**src/rtl/shift_src_reg.sv**
```systemverilog
//------------------------------------------------------------------------------
// shift_src_reg
//
// Purpose:
//   8-bit sequential source register for the combinational barrel shifter.
//   Each command applies one single-bit shift, load or LFSR operation per
//   clock, rep+1 times. A registered one-cycle done pulse marks the cycle in
//   which dout is final.
//
// Ports:
//   clk    in   1  rising-edge clock
//   rst_n  in   1  synchronous reset, active-low
//   en     in   1  command start, sampled only while idle
//   op     in   3  operation code, captured at start
//   rep    in   3  extra repetitions (ignored for clear/load)
//   din    in   8  parallel load value, captured at start
//   sin    in   1  serial input for op 110, sampled live on every step
//   dout   out  8  register contents (barrel-shifter din)
//   busy   out  1  high while a multi-step command is running
//   done   out  1  one-cycle pulse after the final step
//
// Build option:
//   SHREG_LFSR_EN  defined   : op 111 is an 8-bit LFSR step with 00 escape
//                  undefined : op 111 holds dout (counting/busy/done unchanged)
//
// States:
//   state  | meaning
//   S_IDLE | waiting for en; start edge applies step 1
//   S_RUN  | applying remaining steps, r_cnt steps left
//------------------------------------------------------------------------------
`timescale 1ns/1ps

module shift_src_reg (
    input  logic       clk,
    input  logic       rst_n,
    input  logic       en,
    input  logic [2:0] op,
    input  logic [2:0] rep,
    input  logic [7:0] din,
    input  logic       sin,
    output logic [7:0] dout,
    output logic       busy,
    output logic       done
);

    typedef enum logic {
        S_IDLE = 1'b0,
        S_RUN  = 1'b1
    } state_t;

    localparam logic [2:0] OP_CLR  = 3'b000;
    localparam logic [2:0] OP_LOAD = 3'b001;
    localparam logic [2:0] OP_LSR  = 3'b010;
    localparam logic [2:0] OP_LSL  = 3'b011;
    localparam logic [2:0] OP_ASR  = 3'b100;
    localparam logic [2:0] OP_ROR  = 3'b101;
    localparam logic [2:0] OP_SER  = 3'b110;
    localparam logic [2:0] OP_LFSR = 3'b111;

    state_t     r_state;
    logic [2:0] r_op;
    logic [2:0] r_cnt;
    logic [7:0] r_din;
    logic [7:0] r_dout;
    logic       r_busy;
    logic       r_done;

    logic [2:0] w_op;
    logic [7:0] w_ld;
    logic       w_single;
    logic [2:0] w_rep_eff;
    logic       w_lfsr_fb;
    logic [7:0] w_next;

    // The start edge already applies step 1, so while idle the step logic
    // works from the live inputs rather than the captured copies.
    always_comb begin
        w_op      = (r_state == S_IDLE) ? op  : r_op;
        w_ld      = (r_state == S_IDLE) ? din : r_din;
        w_single  = (op == OP_CLR) || (op == OP_LOAD);
        w_rep_eff = w_single ? 3'd0 : rep;
        w_lfsr_fb = r_dout[4] ^ r_dout[3] ^ r_dout[2] ^ r_dout[0];
        w_next    = r_dout;
        case (w_op)
            OP_CLR:  w_next = 8'h00;
            OP_LOAD: w_next = w_ld;
            OP_LSR:  w_next = {1'b0, r_dout[7:1]};
            OP_LSL:  w_next = {r_dout[6:0], 1'b0};
            OP_ASR:  w_next = {r_dout[7], r_dout[7:1]};
            OP_ROR:  w_next = {r_dout[0], r_dout[7:1]};
            OP_SER:  w_next = {sin, r_dout[7:1]};
            OP_LFSR: begin
`ifdef SHREG_LFSR_EN
                // All-zero is the LFSR lock-up state; reseed with 01.
                if (r_dout == 8'h00) begin
                    w_next = 8'h01;
                end else begin
                    w_next = {w_lfsr_fb, r_dout[7:1]};
                end
`else
                w_next = r_dout;
`endif
            end
            default: w_next = r_dout;
        endcase
    end

    always_ff @(posedge clk) begin
        if (!rst_n) begin
            r_state <= S_IDLE;
            r_op    <= 3'd0;
            r_cnt   <= 3'd0;
            r_din   <= 8'h00;
            r_dout  <= 8'h00;
            r_busy  <= 1'b0;
            r_done  <= 1'b0;
        end else begin
            r_done <= 1'b0;
            case (r_state)
                S_IDLE: begin
                    if (en) begin
                        r_op   <= op;
                        r_din  <= din;
                        r_dout <= w_next;
                        if (w_rep_eff == 3'd0) begin
                            r_done <= 1'b1;
                        end else begin
                            r_cnt   <= w_rep_eff;
                            r_busy  <= 1'b1;
                            r_state <= S_RUN;
                        end
                    end
                end
                S_RUN: begin
                    // en is deliberately not looked at here: no queuing.
                    r_dout <= w_next;
                    r_cnt  <= r_cnt - 3'd1;
                    if (r_cnt == 3'd1) begin
                        r_state <= S_IDLE;
                        r_busy  <= 1'b0;
                        r_done  <= 1'b1;
                    end
                end
            endcase
        end
    end

    assign dout = r_dout;
    assign busy = r_busy;
    assign done = r_done;

endmodule
```
**config.mk**
```make
export PLATFORM = sky130hd
export DESIGN_NAME = shift_src_reg
export DESIGN_NICKNAME = d
export VERILOG_FILES = /design/src/rtl/shift_src_reg.sv
export SDC_FILE = /design/constraint.sdc
export NUM_CORES = 1
export LEC_CHECK = 0
export ABC_AREA = 1
export BUFFER_PORTS_ARGS = -buffer_cell sky130_fd_sc_hd__buf_2
export CAP_MARGIN = 30
export CELL_PAD_IN_SITES_DETAIL_PLACEMENT = 0
export CELL_PAD_IN_SITES_GLOBAL_PLACEMENT = 1
export CORE_MARGIN = 1.5
export CORE_UTILIZATION = 37
export DETAILED_ROUTE_END_ITERATION = 12
export GPL_TIMING_DRIVEN = 1
export PLACE_DENSITY = 0.89
export SLEW_MARGIN = 40
export SYNTH_ARGS = -nofsm -noshare
export SYNTH_HDL_FRONTEND = slang
export SYNTH_SLANG_ARGS = --single-unit
```
**constraint.sdc**
```tcl
create_clock -name clk -period 1.9 [get_ports clk]
set_clock_uncertainty 0.05 [all_clocks]
set_input_delay 0 -clock clk [delete_from_list [all_inputs] [get_ports clk]]
set_output_delay 0 -clock clk [all_outputs]
set_load 0.01 [all_outputs]
```
==> flow_metrics.tcl <==
set metrics [dict create \
    path_delay_family "simple AND/OR/NAND/NOR gates" \
    number_of_distinct_library_cell_variants_in_the_gate_level_netlist_after_synthesis 24 \
    drc 0 \
    sequential_fraction_of_the_synthesis_area 0.368 \
    numPortBuffers 27 \
    antenna_cells 0 \
    drt.antenna.violating_nets 0 \
    holdCritStartpoint "rst_n" \
    endpoint_kind "register" \
    critical_path_origin "r_state$_SDFF_PN0_" \
    synth_compound_gate_area_share 0.163 \
    critical_path.reg2reg.startpoint "r_state$_SDFF_PN0_" \
    timing.critical_path.cells "buf_4 -> nor2_1 -> inv_1 -> or2_2 -> a21oi_1" \
    synth-warning-count 0 \
    detailroute.via_count 1404 \
    max_cap_check_violation_count 0 \
    hold_violations 0 \
    period_share 0.852 \
    crit_path_max_incr_delay_ns 0.37 \
    final_max_tran_viols 0 \
    async_flop_share 0 \
    synth_ff_type "dfxtp_1" \
    number_of_global_route_vias_before_repair 1340 \
    detail_route.first_pass.iterations 4 \
    cts_made_buffers 3 \
    min-delay-path-class "input port to register" \
    wl_microns 3290 \
    ir_drop_worst_vdd_mv 0.302 \
    synth_xor_area_frac 0 \
    critPathArrivalTime_ns 1.77 \
    globalRoute.totalOverflow 0 \
    floorplan.core_area_sq_um 3440 \
    crit_required_ns 2.05 \
    floorplan.die.height_microns 63.7 \
    clock_insertion_delay_worst_skew_ns 0.27 \
    synth_enable_flop_cells 0 \
    non_filler_instance_count_after_layout 297 \
    worstSetupStartpointType "register" \
    post_synth_main_area_contributors "dfxtp_1 37%, nand2_1 18%, nand3_1 9.2%" \
    cts.clk_slew.worst_paths_ns 0.09 \
    synth_simple_gate_area_share 0.369 \
    clock-root-buffer "clkbuf_8" \
    initialDrtViolationCount 95 \
    r2r_cells 5 \
    finalCriticalPeriod_ns 1.62 \
    crit_slowest_cell "dfxtp_2" \
    syn_area_per_cell_sq_um 6.42 \
    cts_tree "yes" \
    worst-path-stages 5 \
    floorplan.initialDensity 0.395 \
    actual_slew_at_the_worst_max_slew_pin_ns 0.427 \
    grt_start_max_net_pins 15 \
    layout-area-overhead-vs-synth_pct 25.0 \
    synth_largest_area_cell "dfxtp_1" \
    grt_pass1_wl_microns 5710 \
    number_of_antenna_violations_at_the_first_check_in_global_routing 0 \
    outcome "finished, final reports clean" \
    leakage_power_uw 0.000804 \
    gr-usage-all-layers 0.178 \
    cts_max_path_buffers 2 \
    setup.worst_path.class "register to register" \
    placedCellCount 283 \
    via_per_inst 4.73 \
    detailedPlacementHpwl_microns 2410 \
    path_max_fanout 12 \
    finalSetupViolCount 0 \
    hold_depth 3 \
    die_area_sq_um 4050 \
    gp_congestion 0.845 \
    syn_nets 232 \
    synth.area.mux_share 0 \
    fin_worst_hold_slack_ns 0.0182 \
    yosysTopAreaCellShare 0.368 \
    setup-tns-final_ns 0 \
    synthTopCellsByCount "65 x nand2_1, 25 x dfxtp_1, 25 x nand3_1" \
    layout-drive-gt1-share 0.191 \
    cts_num_sinks 25 \
    floorplan.io_pins 28 \
    die_width_microns 63.7 \
    synth.most_common_cell "nand2_1" \
    flops_latches_synth 25 \
    setup_repair_after_global_routing_missed_its_margin "false" \
    synthCells 212 \
    synth_top_family_by_area "simple AND/OR/NAND/NOR gates" \
    synthAdderAreaFrac 0.0184 \
    post-route-util 0.494 \
    placementRows 21 \
    routedWlPerCell_microns 11.1 \
    max_clock_freq_mhz 618 \
    power.density_cell_area_nw_per_um2 697 \
    post_synth_instance_area_sq_um 1360 \
    nNetsFinal 272 \
    max-slew-margin-rel 0.715 \
    ctsHtreeMaxLevel 1 \
    worstPathBufferInverterCount 2 \
]
## flip-flops by register name (all words and copies together) (netlist names)
signal,flops
r_cnt,3
r_state,1
done,1
r_op,3
r_din,8
busy,1
dout,8
## cells by family (layout without fill, tap and decap cells)
kind of cell / after synthesis / in the layout
compound gates: 38 / 38
buf+inv: 27 / 66
flops: 25 / 25
fa+ha+maj: 2 / 2
simple gates: 120 / 120
## stage by stage
step | cell area (sq um) | setup WS (ns) | power, uW
2_1_floorplan | 1360 | 0.516 | 783
3_3_place_gp | 1550 | 0.276 | 862
3_5_place_dp | 1550 | 0.227 | 862
4_1_cts | 1700 | 0.198 | 1200
5_1_grt | 1700 | 0.0845 | 1270
6_report | 1700 | 0.281 | 1190
## tightest hold or removal path: cells and delay by family
kind / cells / cell delay [ns]
buf+inv: 1 / 0.17
compound gates: 2 / 0.13
## cell usage in the layout, fill, tap and decap left out, drive strengths merged
cell         netlist  layout
a22oi              1       1
buf                4      32
nor2              26      26
clkinv             0       1
or2                3       3
ha                 2       2
dfxtp             25      25
o21bai             1       1
dlygate4sd3        0      10
nand2             66      66
nand3             25      25
inv               20      20
clkbuf             3       3
a211oi             1       1
a21oi             17      17
o221a              1       1
a31oi              2       2
o21ai             15      15
## routing by layer
metal | up-vias | track usage | wire, microns | part of all wire
li1 | 764 | - | - | -
met1 | 605 | 0.234 | 1650 | 0.50
met2 | 31 | 0.291 | 1480 | 0.45
met3 | 4 | 0.0268 | 114 | 0.035
met4 | 0 | 0.0679 | 38 | 0.012
met5 | - | 0 | 0 | 0
## what timing repair did
item	in CTS	in global routing
setup endpoints to repair	0	3
buffers inserted	0	0
endpoints found under the hold margin	9	0
hold buffers	10	0
resized for setup	0	1
## worst paths after layout
path / to / slack [ns]
max: done$_SDFF_PN0_ / 0.28
min: r_op[1]$_SDFFE_PN0P_ / 0.02
max reg2reg: done$_SDFF_PN0_ / 0.28
min reg2reg: busy$_SDFFE_PN0P_ / 0.40
## power breakdown
| group | internal [uW] | switching (uW) | total [uW] |
|---|---|---|---|
| combinational | 109 | 171 | 280 |
| sequential | 563 | 24.2 | 587 |
| clock | 147 | 172 | 319 |
## final cells by class
class | count | area, sq um
Sequential cell | 25 | 502
Multi-Input combinational cell | 160 | 748
Clock inverter | 1 | 5.00
Clock buffer | 3 | 41.3
Timing Repair Buffer | 42 | 273
Fill cell | 391 | 1740
Inverter | 20 | 75.1
Tap cell | 46 | 57.6
Note: power is estimated with default switching activity, not from simulation.
